## config.mk

```make
export PLATFORM = sky130hd
export DESIGN_NAME = mole_game_ctrl_flat
export DESIGN_NICKNAME = d
export VERILOG_FILES = /design/src/rtl/mole_game_ctrl_if.sv /design/src/rtl/mole_game_ctrl.sv /design/src/flat_wrapper.sv
export SDC_FILE = /design/constraint.sdc
export NUM_CORES = 1
export LEC_CHECK = 0
export ABC_AREA = 1
export ABC_CLOCK_PERIOD_IN_PS = 2700
export CORE_MARGIN = 3
export CORE_UTILIZATION = 40
export CTS_CLUSTER_SIZE = 40
export DETAILED_ROUTE_END_ITERATION = 12
export GPL_TIMING_DRIVEN = 1
export SYNTH_ARGS = -nofsm -noshare
export SYNTH_HDL_FRONTEND = slang
export SYNTH_SLANG_ARGS = --single-unit
```

## constraint.sdc

```tcl
create_clock -name master_clk -period 2.7 [get_ports master_clk]
set_input_delay 0.27 -clock master_clk [delete_from_list [all_inputs] [get_ports master_clk]]
set_output_delay 0.27 -clock master_clk [all_outputs]
set_load 0.05 [all_outputs]
```

## src/rtl/mole_game_ctrl_if.sv

```systemverilog
// Player-guess inputs and display-facing outputs of the whack-a-mole game logic.
// The master side drives guesses; the slave side is mole_game_ctrl.
interface mole_game_ctrl_if;
  logic       guess_valid;
  logic [2:0] guess_pos;
  logic [2:0] mole_position;
  logic       guess_correct;
  logic       guess_wrong;
  logic [3:0] digit_1;
  logic [3:0] digit_2;

  modport master (
    output guess_valid,
    output guess_pos,
    input  mole_position,
    input  guess_correct,
    input  guess_wrong,
    input  digit_1,
    input  digit_2
  );

  modport slave (
    input  guess_valid,
    input  guess_pos,
    output mole_position,
    output guess_correct,
    output guess_wrong,
    output digit_1,
    output digit_2
  );
endinterface

```

## src/rtl/mole_game_ctrl.sv

```systemverilog
// Whack-a-mole game logic: LFSR-driven mole placement, appearance timing,
// guess judgement with a timed feedback window, and a saturating BCD score.
module mole_game_ctrl #(
  parameter int unsigned MOLE_TIMEOUT    = 100000000,
  parameter int unsigned FEEDBACK_CYCLES = 50000000,
  parameter logic [15:0] LFSR_SEED       = 16'hACE1
) (
  input  logic             master_clk,
  input  logic             rst,
  mole_game_ctrl_if.slave  bus
);

  typedef enum logic [1:0] {
    SPAWN    = 2'd0,
    ACTIVE   = 2'd1,
    FEEDBACK = 2'd2
  } state_e;

  localparam logic [26:0] TIMEOUT_LAST  = 27'(MOLE_TIMEOUT - 1);
  localparam logic [26:0] FEEDBACK_LAST = 27'(FEEDBACK_CYCLES - 1);

  state_e      state_q,   state_d;
  logic [26:0] timer_q,   timer_d;
  logic [15:0] lfsr_q,    lfsr_d;
  logic [2:0]  mole_q,    mole_d;
  logic        correct_q, correct_d;
  logic        wrong_q,   wrong_d;
  logic [3:0]  tens_q,    tens_d;
  logic [3:0]  ones_q,    ones_d;
  logic [2:0]  cand;

  always_comb begin
    state_d   = state_q;
    timer_d   = timer_q;
    mole_d    = mole_q;
    correct_d = correct_q;
    wrong_d   = wrong_q;
    tens_d    = tens_q;
    ones_d    = ones_q;
    cand      = lfsr_q[2:0];
    // Fibonacci taps 16,14,13,11 in right-shift form
    lfsr_d    = {lfsr_q[0] ^ lfsr_q[2] ^ lfsr_q[3] ^ lfsr_q[5], lfsr_q[15:1]};

    case (state_q)
      SPAWN: begin
        mole_d  = (cand == mole_q) ? cand + 3'd1 : cand;
        timer_d = '0;
        state_d = ACTIVE;
      end

      ACTIVE: begin
        timer_d = timer_q + 27'd1;
        if (bus.guess_valid) begin
          timer_d = '0;
          state_d = FEEDBACK;
          if (bus.guess_pos == mole_q) begin
            correct_d = 1'b1;
            if (!(tens_q == 4'd9 && ones_q == 4'd9)) begin
              if (ones_q == 4'd9) begin
                ones_d = '0;
                tens_d = tens_q + 4'd1;
              end else begin
                ones_d = ones_q + 4'd1;
              end
            end
          end else begin
            wrong_d = 1'b1;
          end
        end else if (timer_q == TIMEOUT_LAST) begin
          timer_d = '0;
          wrong_d = 1'b1;
          state_d = FEEDBACK;
        end
      end

      FEEDBACK: begin
        if (timer_q == FEEDBACK_LAST) begin
          timer_d   = '0;
          correct_d = 1'b0;
          wrong_d   = 1'b0;
          state_d   = SPAWN;
        end else begin
          timer_d = timer_q + 27'd1;
        end
      end

      default: begin
        timer_d = '0;
        state_d = SPAWN;
      end
    endcase
  end

  always_ff @(posedge master_clk) begin
    if (rst) begin
      state_q   <= SPAWN;
      timer_q   <= '0;
      lfsr_q    <= LFSR_SEED;
      mole_q    <= '0;
      correct_q <= 1'b0;
      wrong_q   <= 1'b0;
      tens_q    <= '0;
      ones_q    <= '0;
    end else begin
      state_q   <= state_d;
      timer_q   <= timer_d;
      lfsr_q    <= lfsr_d;
      mole_q    <= mole_d;
      correct_q <= correct_d;
      wrong_q   <= wrong_d;
      tens_q    <= tens_d;
      ones_q    <= ones_d;
    end
  end

  assign bus.mole_position = mole_q;
  assign bus.guess_correct = correct_q;
  assign bus.guess_wrong   = wrong_q;
  assign bus.digit_1       = tens_q;
  assign bus.digit_2       = ones_q;

endmodule

```

## src/flat_wrapper.sv

```systemverilog
// flat-port wrapper written by rule: the top's interface ports become plain ports
module mole_game_ctrl_flat 
#(
  parameter int unsigned MOLE_TIMEOUT    = 100000000,
  parameter int unsigned FEEDBACK_CYCLES = 50000000,
  parameter logic [15:0] LFSR_SEED       = 16'hACE1
)
  (master_clk, rst, bus_guess_valid, bus_guess_pos, bus_mole_position, bus_guess_correct, bus_guess_wrong, bus_digit_1, bus_digit_2);
  mole_game_ctrl_if bus_i ();
  input  logic master_clk;
  input  logic rst;
  input wire logic [$bits(bus_i.guess_valid)-1:0] bus_guess_valid;
  input wire logic [$bits(bus_i.guess_pos)-1:0] bus_guess_pos;
  output wire logic [$bits(bus_i.mole_position)-1:0] bus_mole_position;
  output wire logic [$bits(bus_i.guess_correct)-1:0] bus_guess_correct;
  output wire logic [$bits(bus_i.guess_wrong)-1:0] bus_guess_wrong;
  output wire logic [$bits(bus_i.digit_1)-1:0] bus_digit_1;
  output wire logic [$bits(bus_i.digit_2)-1:0] bus_digit_2;
  assign bus_i.guess_valid = bus_guess_valid;
  assign bus_i.guess_pos = bus_guess_pos;
  assign bus_mole_position = bus_i.mole_position;
  assign bus_guess_correct = bus_i.guess_correct;
  assign bus_guess_wrong = bus_i.guess_wrong;
  assign bus_digit_1 = bus_i.digit_1;
  assign bus_digit_2 = bus_i.digit_2;
  mole_game_ctrl #(.MOLE_TIMEOUT(MOLE_TIMEOUT), .FEEDBACK_CYCLES(FEEDBACK_CYCLES), .LFSR_SEED(LFSR_SEED)) u_core (.master_clk(master_clk), .rst(rst), .bus(bus_i));
endmodule
```

==> results.txt <==
----------------------------------------------------
[STA]
  Min cycle time layout ... approximately 1900 ps
  Tcrit/Tclk final ... 70.1%
  Worst-margin pin slew ... between 500 and 600 ps
  Setup repair after global routing missed its margin ... false
  Max Freq ... around 0.53 GHz
  Final hold slack ... roughly 400 ps
  Headroom to the max-slew limit ... around two thirds
  Post-route clock skew ... approximately 8 ps
  Hold Fails Final Rpt ... 0
  Max Slew Vio Count ... 0
  Count of endpoints failing setup in the final report ... 0
  Sum of negative setup slack ... 0 ps

[GRT]
  GR Util All Layers ... ~14%
  Maximum number of pins on one net before global-route repair ... 24
  Total congestion overflow after global routing ... 0
  Vias in the first global route ... roughly 2200
  Antenna violations before repair ... 0
  Grt peak-use layer ... met2
  Met2 usage in global routing ... between 20% and 30%
  Global Route met3 Usage ... between 3 and 4%
  Global-route wire length before repair ... around 9800 um
  Met1 track utilization from global routing ... between 10% and 20%

[Critical path]
  Worst Reg-to-Reg Cells ... 10
  Number of buffers and inverters on the critical path ... 1
  Worst setup path startpoint ... u_core.bus.mole_position[2]
  Critical path endpoint category ... primary output
  Cells along the critical path ... clkdlybuf4s50_1
  Classification of the worst setup path ... register to primary output
  Data arrival at the endpoint of the critical path ... approximately 1600 ps
  Delay contributed by the slowest stage of the critical path ... between 800 and 900 ps
  Kind of start point of the critical path ... register
  FF-to-FF End ... u_core.state_q[0]
  Register-to-register path setup slack ... ~900 ps
  Worst setup path endpoint ... bus_mole_position[2]
  Data required time at the worst endpoint ... ~2400 ps
  Max stage delay cell, worst path ... sky130_fd_sc_hd__clkdlybuf4s50_1
  Stages on the worst setup path ... 1
  Reg2reg start ... u_core.timer_q[0]
  Category of cells accounting for the largest share of critical-path delay ... buffers and inverters
  Critical path fanouts, max ... 5

[Place]
  Port bufs ... 18
  Half-perimeter wire length after detailed placement ... just over 4000 um
  Number of instances in the placed design ... between 500 and 600
  Final weighted congestion in routability-driven placement ... 0.811

[Clock network]
  Maximum count of clock buffers along a single path ... 2
  Root buf cell ... sky130_fd_sc_hd__clkbuf_8
  Quantity of hold-fixing buffers added after cts ... 0
  Insertion delay of the later-clocked pin in the worst-skew pair ... about 330 ps
  # resized after CTS ... 0
  CTS tree ... built
  Number of buffers added by the clock tree synthesis step ... 9
  # Post-CTS Setup Buffers ... 0
  Clock transition at path regs ... roughly 70 ps
  Clk sinks ... 58
  Number of H-tree branching levels ... 3

[Drt]
  Remaining DRCs ... 0
  Routed Antenna Nets ... 0
  Number of design-rule violations left by the first detailed-router iteration ... 98
  Final Routed Wirelength ... ~5600 um
  Routed wire per std cell ... about 11 um
  Average vias per placed instance ... 4.53
  First-pass iteration count of the detailed router ... 5
  Detailed-route via count ... ~2400

[Final layout]
  # fillers ... roughly 660
  Final #Nets ... roughly 440
  Share of cells above drive strength 1 ... under 10%
  Layout Cells excl Fill ... between 500 and 600
  Layout Utilization ... ~49%
  ANT cells ... 0
  Synthesis-to-finish area growth ... 18.0%

[Floorplan]
  Initial Utilization ... a little over two fifths
  Die Span Y ... around 90 um
  Die Area ... about 8000 um2
  Count of standard-cell rows ... 30
  Boundary pin count ... 19
  Placeable Area ... a little under 7000 um2
  Chip Width ... 90.7 um

[Min path]
  Path class of the lowest-slack min-delay path ... register to register

[Logic synthesis]
  Post-Synthesis Mean Instance Area ... between 7 and 8 um2
  Post-Syn Instances ... approximately 400
  Number of unique standard cell types used by synthesis ... 32
  Net Count, Synth ... 415
  Yosys warning count ... 0
  Total of flip-flops plus latches after synthesis ... 58
  Cell area after synthesis ... ~2900 um2
  Proportion of synthesized chip area in sequential cells ... 40.5%

[Job]
  Max-Cap Viols ... 0

[Power and ir drop]
  LEAKAGE ... around 1.3 nW
  Power density over the cells ... ~800 nW/um2
  Max VDD drop ... ~0.54 mV

[Outcome]
  Run status ... complete, no violations

----------------------------------------------------
state kept, by name, summed over array words and instances (netlist names):
| register | count |
|---|---|
| u_core.timer_q | 27 |
| u_core.bus.mole_position | 3 |
| u_core.bus.digit_2 | 4 |
| u_core.state_q | 2 |
| u_core.bus.guess_wrong | 1 |
| u_core.lfsr_q | 16 |
| u_core.bus.digit_1 | 4 |
| u_core.bus.guess_correct | 1 |
layer usage:
metal | share of wire [%] | wire length (um)
met2 | 45 | 2530
met4 | 1.2 | 68
met3 | 2.7 | 154
met1 | 51 | 2890
met5 | 0 | 0
stage by stage:
step / setup WS [ps] / power, mW / instance area (um2)
global route: 725 / 2.84 / 3390
CTS: 772 / 2.72 / 3390
global placement: 828 / 1.71 / 3140
detailed placement: 779 / 1.71 / 3140
finish: 806 / 2.69 / 3390
floorplan: 1040 / 1.55 / 2870
cells in the final DEF (no fill, tap or decap), drive strengths merged:
cell type and count:
nor2 68, or2 7, nand3 20, o22ai 1, o211ai 3, clkinv 1
nand2 79, clkbuf 11, bufinv 3, a211oi 1, a21oi 16, nor3b 2
o21ai 23, dfxtp 58, a31oi 1, buf 1, inv 67, xor2 7
xnor2 10, ha 8, clkdlybuf4s50 18, o31ai 2, nor2b 1, nor4 2
nor3 11, nand4 8
cell families after synthesis:
group | after synthesis | share of synthesized area (%)
xor gates and xnor gates | 17 | 5.19
adders and majority gates | 8 | 3.49
and+or+nand+nor | 198 | 31.9
DFF | 58 | 40.5
AOI/OAI and AO/OA | 47 | 8.81
buffers and inverters | 73 | 10.2
where the power goes:
group	switching (mW)	internal, mW
clock	0.339	0.660
sequential	0.0592	0.923
combinational	0.468	0.240
total	0.866	1.82
synth_stat cells:
| master | count | area share, % |
|---|---|---|
| sky130_fd_sc_hd__a211oi_1 | 1 | 0.26 |
| sky130_fd_sc_hd__a21oi_1 | 16 | 2.8 |
| sky130_fd_sc_hd__a31oi_1 | 1 | 0.22 |
| sky130_fd_sc_hd__buf_2 | 1 | 0.17 |
| sky130_fd_sc_hd__buf_6 | 2 | 0.78 |
| sky130_fd_sc_hd__clkbuf_1 | 2 | 0.26 |
| sky130_fd_sc_hd__clkbuf_2 | 1 | 0.17 |
| sky130_fd_sc_hd__dfxtp_1 | 58 | 40 |
| sky130_fd_sc_hd__ha_1 | 8 | 3.5 |
| sky130_fd_sc_hd__inv_1 | 66 | 8.6 |
| sky130_fd_sc_hd__inv_2 | 1 | 0.13 |
| sky130_fd_sc_hd__nand2_1 | 71 | 9.3 |
| sky130_fd_sc_hd__nand2_2 | 5 | 1.1 |
| sky130_fd_sc_hd__nand2_4 | 3 | 1.2 |
| sky130_fd_sc_hd__nand3_1 | 20 | 3.5 |
| sky130_fd_sc_hd__nand4_1 | 8 | 1.7 |
| sky130_fd_sc_hd__nor2_1 | 64 | 8.4 |
| sky130_fd_sc_hd__nor2_2 | 1 | 0.22 |
| sky130_fd_sc_hd__nor2_4 | 3 | 1.2 |
| sky130_fd_sc_hd__nor2b_1 | 1 | 0.22 |
| sky130_fd_sc_hd__nor3_1 | 8 | 1.4 |
| sky130_fd_sc_hd__nor3_2 | 2 | 0.70 |
| sky130_fd_sc_hd__nor3_4 | 1 | 0.57 |
| sky130_fd_sc_hd__nor3b_1 | 2 | 0.52 |
| sky130_fd_sc_hd__nor4_1 | 2 | 0.44 |
| sky130_fd_sc_hd__o211ai_1 | 3 | 0.78 |
| sky130_fd_sc_hd__o21ai_0 | 23 | 4.0 |
| sky130_fd_sc_hd__o22ai_1 | 1 | 0.22 |
| sky130_fd_sc_hd__o31ai_1 | 2 | 0.52 |
| sky130_fd_sc_hd__or2_2 | 7 | 1.5 |
| sky130_fd_sc_hd__xnor2_1 | 10 | 3.1 |
| sky130_fd_sc_hd__xor2_1 | 7 | 2.1 |
worst min-delay path by stage:
stage,end,start,depth (start not counted),slack [ps]
2_1_floorplan,u_core.lfsr_q[10],rst,1,380
3_3_place_gp,u_core.lfsr_q[3],u_core.lfsr_q[4],2,390
3_5_place_dp,u_core.lfsr_q[8],u_core.lfsr_q[9],2,390
4_1_cts,u_core.lfsr_q[3],u_core.lfsr_q[4],2,400
5_1_grt,u_core.lfsr_q[8],u_core.lfsr_q[9],2,420
6_report,u_core.lfsr_q[3],u_core.lfsr_q[4],2,400
area by class of cell:
class	count	area, um2	area share [%]
flip-flops and latches	58	1160	34.3
clock buffers	11	151	4.47
multi-input cells	270	1420	41.8
inverters	67	251	7.42
repair buffers	19	188	5.54
well taps	96	120	3.55
clock inverters	4	98.8	2.92
(Power assumes the default switching activity.)
